**src/rtl/zbuf_depth_writer.sv**
```systemverilog
// Depth-tested pixel writer with a 1-entry input holding register.
// Each pixel is read, compared and conditionally written before the next one
// is read, so depth updates are visible to back-to-back pixels at the same
// address. A clear fills the depth buffer with 16'hFFFF, one word per cycle.
module zbuf_depth_writer #(
    parameter int H_RES = 640,
    parameter int V_RES = 480,
    parameter int AW    = 19
) (
    input  logic          clk,
    input  logic          reset,
    input  logic          plot,
    input  logic [10:0]   x,
    input  logic [10:0]   y,
    input  logic [15:0]   z_in,
    input  logic [7:0]    color,
    input  logic          clear,
    output logic [AW-1:0] zb_addr,
    output logic          zb_rd,
    input  logic [15:0]   zb_rdata,
    output logic          zb_we,
    output logic [15:0]   zb_wdata,
    output logic [AW-1:0] fb_addr,
    output logic          fb_we,
    output logic [7:0]    fb_data,
    output logic          busy,
    output logic          overflow,
    output logic [15:0]   pix_written,
    output logic [15:0]   pix_rejected
);

    typedef enum logic [2:0] {IDLE, CLEAR, RD, CMP, WR} state_t;

    localparam logic [AW-1:0] CLR_LAST = AW'(H_RES * V_RES - 1);
    localparam logic [AW-1:0] ADDR_ONE = AW'(1);

    state_t        state_q;

    // holding register
    logic          hold_full_q;
    logic [10:0]   hx_q, hy_q;
    logic [15:0]   hz_q;
    logic [7:0]    hc_q;

    // pixel in flight
    logic [AW-1:0] pa_q;
    logic [15:0]   pz_q;
    logic [7:0]    pc_q;

    logic          clr_pend_q;
    logic [AW-1:0] clr_addr_q;
    logic          overflow_q;
    logic [15:0]   written_q, rejected_q;

    logic [AW-1:0] zb_addr_q, fb_addr_q;
    logic          zb_rd_q, zb_we_q, fb_we_q;
    logic [15:0]   zb_wdata_q;
    logic [7:0]    fb_data_q;

    logic          clr_go_d, oor_d, idle_reject_d, hold_pop_d, hold_push_d, drop_d;
    logic [AW-1:0] pix_addr_d;

    // Hold-register handshake and address of the held pixel
    always_comb begin
        clr_go_d      = clear | clr_pend_q;
        oor_d         = (32'(hx_q) >= 32'(H_RES)) || (32'(hy_q) >= 32'(V_RES));
        pix_addr_d    = AW'(32'(hy_q) * 32'(H_RES) + 32'(hx_q));
        idle_reject_d = (state_q == IDLE) && hold_full_q && !clr_go_d && oor_d;
        hold_pop_d    = (state_q == RD) || idle_reject_d;
        hold_push_d   = plot && (!hold_full_q || hold_pop_d);
        drop_d        = plot && hold_full_q && !hold_pop_d;
    end

    // Holding register capture/empty and sticky overflow on a dropped plot
    always_ff @(posedge clk or negedge reset) begin
        if (!reset) begin
            hold_full_q <= 1'b0;
            hx_q        <= '0;
            hy_q        <= '0;
            hz_q        <= '0;
            hc_q        <= '0;
            overflow_q  <= 1'b0;
        end else begin
            if (hold_push_d) begin
                hold_full_q <= 1'b1;
                hx_q        <= x;
                hy_q        <= y;
                hz_q        <= z_in;
                hc_q        <= color;
            end else if (hold_pop_d) begin
                hold_full_q <= 1'b0;
            end
            if (drop_d) overflow_q <= 1'b1;
        end
    end

    // Main FSM with registered memory strobes, pending clear and counters
    always_ff @(posedge clk or negedge reset) begin
        if (!reset) begin
            state_q    <= IDLE;
            clr_pend_q <= 1'b0;
            clr_addr_q <= '0;
            pa_q       <= '0;
            pz_q       <= '0;
            pc_q       <= '0;
            written_q  <= '0;
            rejected_q <= '0;
            zb_addr_q  <= '0;
            fb_addr_q  <= '0;
            zb_rd_q    <= 1'b0;
            zb_we_q    <= 1'b0;
            fb_we_q    <= 1'b0;
            zb_wdata_q <= '0;
            fb_data_q  <= '0;
        end else begin
            // strobes and buses are zero unless set below
            zb_rd_q    <= 1'b0;
            zb_we_q    <= 1'b0;
            fb_we_q    <= 1'b0;
            zb_addr_q  <= '0;
            fb_addr_q  <= '0;
            zb_wdata_q <= '0;
            fb_data_q  <= '0;

            // clears seen while busy merge into one pending clear
            if (state_q != IDLE && clear) clr_pend_q <= 1'b1;

            case (state_q)
                IDLE: begin
                    if (clr_go_d) begin
                        clr_pend_q <= 1'b0;
                        clr_addr_q <= '0;
                        zb_we_q    <= 1'b1;
                        zb_addr_q  <= '0;
                        zb_wdata_q <= 16'hFFFF;
                        state_q    <= CLEAR;
                    end else if (hold_full_q) begin
                        if (oor_d) begin
                            if (rejected_q != 16'hFFFF) rejected_q <= rejected_q + 16'd1;
                        end else begin
                            pa_q      <= pix_addr_d;
                            pz_q      <= hz_q;
                            pc_q      <= hc_q;
                            zb_rd_q   <= 1'b1;
                            zb_addr_q <= pix_addr_d;
                            state_q   <= RD;
                        end
                    end
                end
                CLEAR: begin
                    if (clr_addr_q == CLR_LAST) begin
                        state_q <= IDLE;
                    end else begin
                        clr_addr_q <= clr_addr_q + ADDR_ONE;
                        zb_we_q    <= 1'b1;
                        zb_addr_q  <= clr_addr_q + ADDR_ONE;
                        zb_wdata_q <= 16'hFFFF;
                    end
                end
                RD: state_q <= CMP;
                CMP: begin
                    // strictly closer wins; equal depth is rejected
                    if (pz_q < zb_rdata) begin
                        zb_we_q    <= 1'b1;
                        fb_we_q    <= 1'b1;
                        zb_addr_q  <= pa_q;
                        fb_addr_q  <= pa_q;
                        zb_wdata_q <= pz_q;
                        fb_data_q  <= pc_q;
                        if (written_q != 16'hFFFF) written_q <= written_q + 16'd1;
                        state_q    <= WR;
                    end else begin
                        if (rejected_q != 16'hFFFF) rejected_q <= rejected_q + 16'd1;
                        state_q <= IDLE;
                    end
                end
                WR:      state_q <= IDLE;
                default: state_q <= IDLE;
            endcase
        end
    end

    assign zb_addr      = zb_addr_q;
    assign zb_rd        = zb_rd_q;
    assign zb_we        = zb_we_q;
    assign zb_wdata     = zb_wdata_q;
    assign fb_addr      = fb_addr_q;
    assign fb_we        = fb_we_q;
    assign fb_data      = fb_data_q;
    assign busy         = (state_q != IDLE) || hold_full_q;
    assign overflow     = overflow_q;
    assign pix_written  = written_q;
    assign pix_rejected = rejected_q;

endmodule

```
**config.mk**
```make
export PLATFORM = sky130hd
export DESIGN_NAME = zbuf_depth_writer
export DESIGN_NICKNAME = d
export VERILOG_FILES = /design/src/rtl/zbuf_depth_writer.sv
export SDC_FILE = /design/constraint.sdc
export NUM_CORES = 1
export LEC_CHECK = 0
export BUFFER_PORTS_ARGS = -buffer_cell sky130_fd_sc_hd__clkbuf_2
export CAP_MARGIN = 5
export CORE_UTILIZATION = 63
export CTS_BUF_LIST = sky130_fd_sc_hd__clkbuf_8
export DETAILED_ROUTE_END_ITERATION = 12
export GPL_TIMING_DRIVEN = 0
export PLACE_DENSITY_LB_ADDON = 0.25
export SETUP_SLACK_MARGIN = 0.4
export SYNTH_ARGS = -nofsm -noshare
export SYNTH_HDL_FRONTEND = slang
export SYNTH_SLANG_ARGS = --single-unit
```
**constraint.sdc**
```tcl
create_clock -name clk -period 9 [get_ports clk]
set_clock_uncertainty 0.15 [all_clocks]
set_input_delay 1.8 -clock clk [delete_from_list [all_inputs] [get_ports clk]]
set_output_delay 1.8 -clock clk [all_outputs]
set_load 0.05 [all_outputs]
```
==> impl_metrics.yaml <==
sta:
  slew_violations: 0
  rsz0062_at_grt: "false"
  clock.fmax_mhz: 241
  fin_crit_sh: 0.461
  finalSetupTns_ns: 0
  period_minus_slack_ns: 4.15
  hold_viol: 0
  max_slew_margin: 0.443
  setup_violations: 0
  setup_slack_ns: 4.85
  tightest_slew_ns: 0.835
die:
  die_w_um: 124
  io-pin-count: 165
  coreArea_sq_um: 14500
  die_h_um: 124
  initial_utilization: 0.646
  dieArea_sq_um: 15400
  rows: 44
finish:
  diodes: 0
  fill_cells: 1003
  final_cells: 1258
  syn_to_final_growth_pct: 18.6
  utilization: 0.766
  drive_gt1_frac: 0.270
  nets: 1159
setup_path:
  cp-end-kind: "register"
  required_ns: 9.29
  arrival_ns: 4.44
  worstSetupPathType: "in2reg"
  start_kind: "primary input"
  crit_fanout: 10
cts:
  cts_max_path_buffers: 3
  cts_root_buf: "clkbuf_8"
  post-cts-setup-buffers: 0
  cts_max_level: 2
  hold_buffers: 0
  cts_tree: "built"
  cts_buffers: 35
  cts_resized: 0
  cts_num_sinks: 211
  clock_insertion_delay_worst_skew_ns: 0.52
  path_clk_slew_ns: 0.06
drt:
  vias: 6807
  ant_nets: 0
  drt_pass1_iterations: 5
  wire_per_inst_um: 15.9
  drtIter0Drc: 412
  wl_um: 20000
  drc_errors: 0
  vias_per_cell: 5.41
logic_synthesis:
  synth_cell_types: 56
  syn_inst: 850
  synth.yosys.seq_area_share: 0.563
  synth_flop_cell: "dfrtp_1"
  async_reset_ff_frac: 1.00
  syn_area_per_cell_sq_um: 11.0
  yosys.area.top_type: "dfrtp_1"
  synth_top_area_share: 0.563
  synth_edf_count: 0
  synth_seq_cells: 211
  netlist_area_sq_um: 9380
  synth_nets: 957
  synthTopCellsByArea: "dfrtp_1 56%, nand2_1 7.2%, mux2_2 5.8%"
  yosys_warnings: 0
power:
  powerDensity_nw_per_um2: 289
  p_leak_nw: 6.00
  total_power_mw: 3.22
  irDropWorstVdd_mv: 0.251
grt:
  grt_pass1_wl_um: 32100
  gr-usage-all-layers: 0.273
  grt_max_degree: 110
  grt_pass1_vias: 6705
  grt_overflow: 0
  antenna_found_initial: 0
placement:
  port_buffers: 164
  dpl.cell_count: 1199
  place_congestion: 0.823
  place_ws_ns: 4.38
  hpwl_um: 14400
run:
  drv_cap: 0
hold_path:
  hold_class: "reg2reg"
status:
  outcome: "finished clean"
[state kept, by name (all words and copies together) (netlist names), 3 cells and up]
register,flops
pix_written,16
zb_wdata,16
fb_data,8
hz_q,16
clr_addr_q,19
pc_q,8
state_q,3
fb_addr,19
hx_q,11
pz_q,16
pix_rejected,16
hy_q,11
pa_q,19
hc_q,8
zb_addr,19
[cell usage in the layout (no fill, tap or decap), drive strengths merged, types with 24 or more instances in the layout]
| cell | n |
|---|---|
| nand2 | 181 |
| dfrtp | 211 |
| clkbuf | 223 |
| nor2 | 37 |
| inv | 43 |
| mux2 | 48 |
| xnor2 | 37 |
| a21o | 28 |
| ha | 39 |
| nand3 | 24 |
[worst max-delay path, stage by stage]
cell and delay, ns:
clkbuf_2 0.09, inv_1 0.04, ha_1 0.30, a21o_1 0.18
a211oi_1 0.23, o21ai_1 0.19, a211oi_2 0.51, clkbuf_1 0.46
clkbuf_1 0.45, nand2_1 0.11, nand2_1 0.08
[layer usage]
metal  up-vias  track usage  part of all wire
met5         -            0                 0
met4         0       0.0759             0.016
met3        30       0.0861             0.075
met2       209        0.443              0.48
met1      3297        0.355              0.43
li1       3271            -                 -
[final timing paths]
kind | from | endpoint | slack, ns | cells after the start
max reg2reg | hy_q[1] | zb_addr[17] | 5.47 | 10
max in group asynchronous | reset | hz_q[5] | 6.47 | 2
min reg2reg | overflow | overflow | 0.31 | 1
min in group asynchronous | reset | fb_addr[11] | 1.23 | 1
min | overflow | overflow | 0.31 | 1
max | zb_rdata[6] | zb_wdata[7] | 4.85 | 11
[cells in the mapped netlist, types with 22 or more instances]
cell type and instances:
dfrtp_1 211, mux2_2 48, nor2_1 37, inv_1 31
xor2_1 22, a21o_1 28, ha_1 39, xnor2_1 37
and2_1 23, nand2_1 181, nand3_1 23
[final cells by class]
cell class | instances | area (sq um) | area share
Sequential cell | 211 | 5280 | 0.475
Multi-Input combinational cell | 580 | 3870 | 0.348
Tap cell | 184 | 230 | 0.0207
Buffer | 28 | 114 | 0.0102
Inverter | 31 | 116 | 0.0105
Clock buffer | 43 | 592 | 0.0532
Clock inverter | 16 | 65.1 | 0.00585
Timing Repair Buffer | 165 | 857 | 0.0770
[where the power goes]
group | internal [mW] | switching [mW] | leakage [nW] | total (mW)
clock | 0.429 | 0.364 | 0.389 | 0.792
combinational | 0.449 | 0.663 | 2.89 | 1.11
sequential | 1.16 | 0.152 | 2.72 | 1.32
total | 2.04 | 1.18 | 6.00 | 3.22
[cells by family (layout without fill, tap and decap cells)]
| family | after synthesis | in the layout | share of synthesized area |
|---|---|---|---|
| flops | 211 | 211 | 0.563 |
| xor+xnor | 60 | 60 | 0.0568 |
| fa+ha+maj | 41 | 41 | 0.0563 |
| compound gates | 86 | 86 | 0.0671 |
| mux | 48 | 48 | 0.0576 |
| buf+inv | 59 | 283 | 0.0245 |
| simple gates | 345 | 345 | 0.175 |
[stage by stage]
| step | hold slack (ns) | area [sq um] |
|---|---|---|
| after floorplan | 0.283 | 9380 |
| after global placement | 0.291 | 10400 |
| after detailed placement | 0.301 | 10500 |
| after CTS | 0.314 | 11100 |
| after global routing | 0.333 | 11100 |
| final | 0.310 | 11100 |
Note: power is estimated with default switching activity, not from simulation.
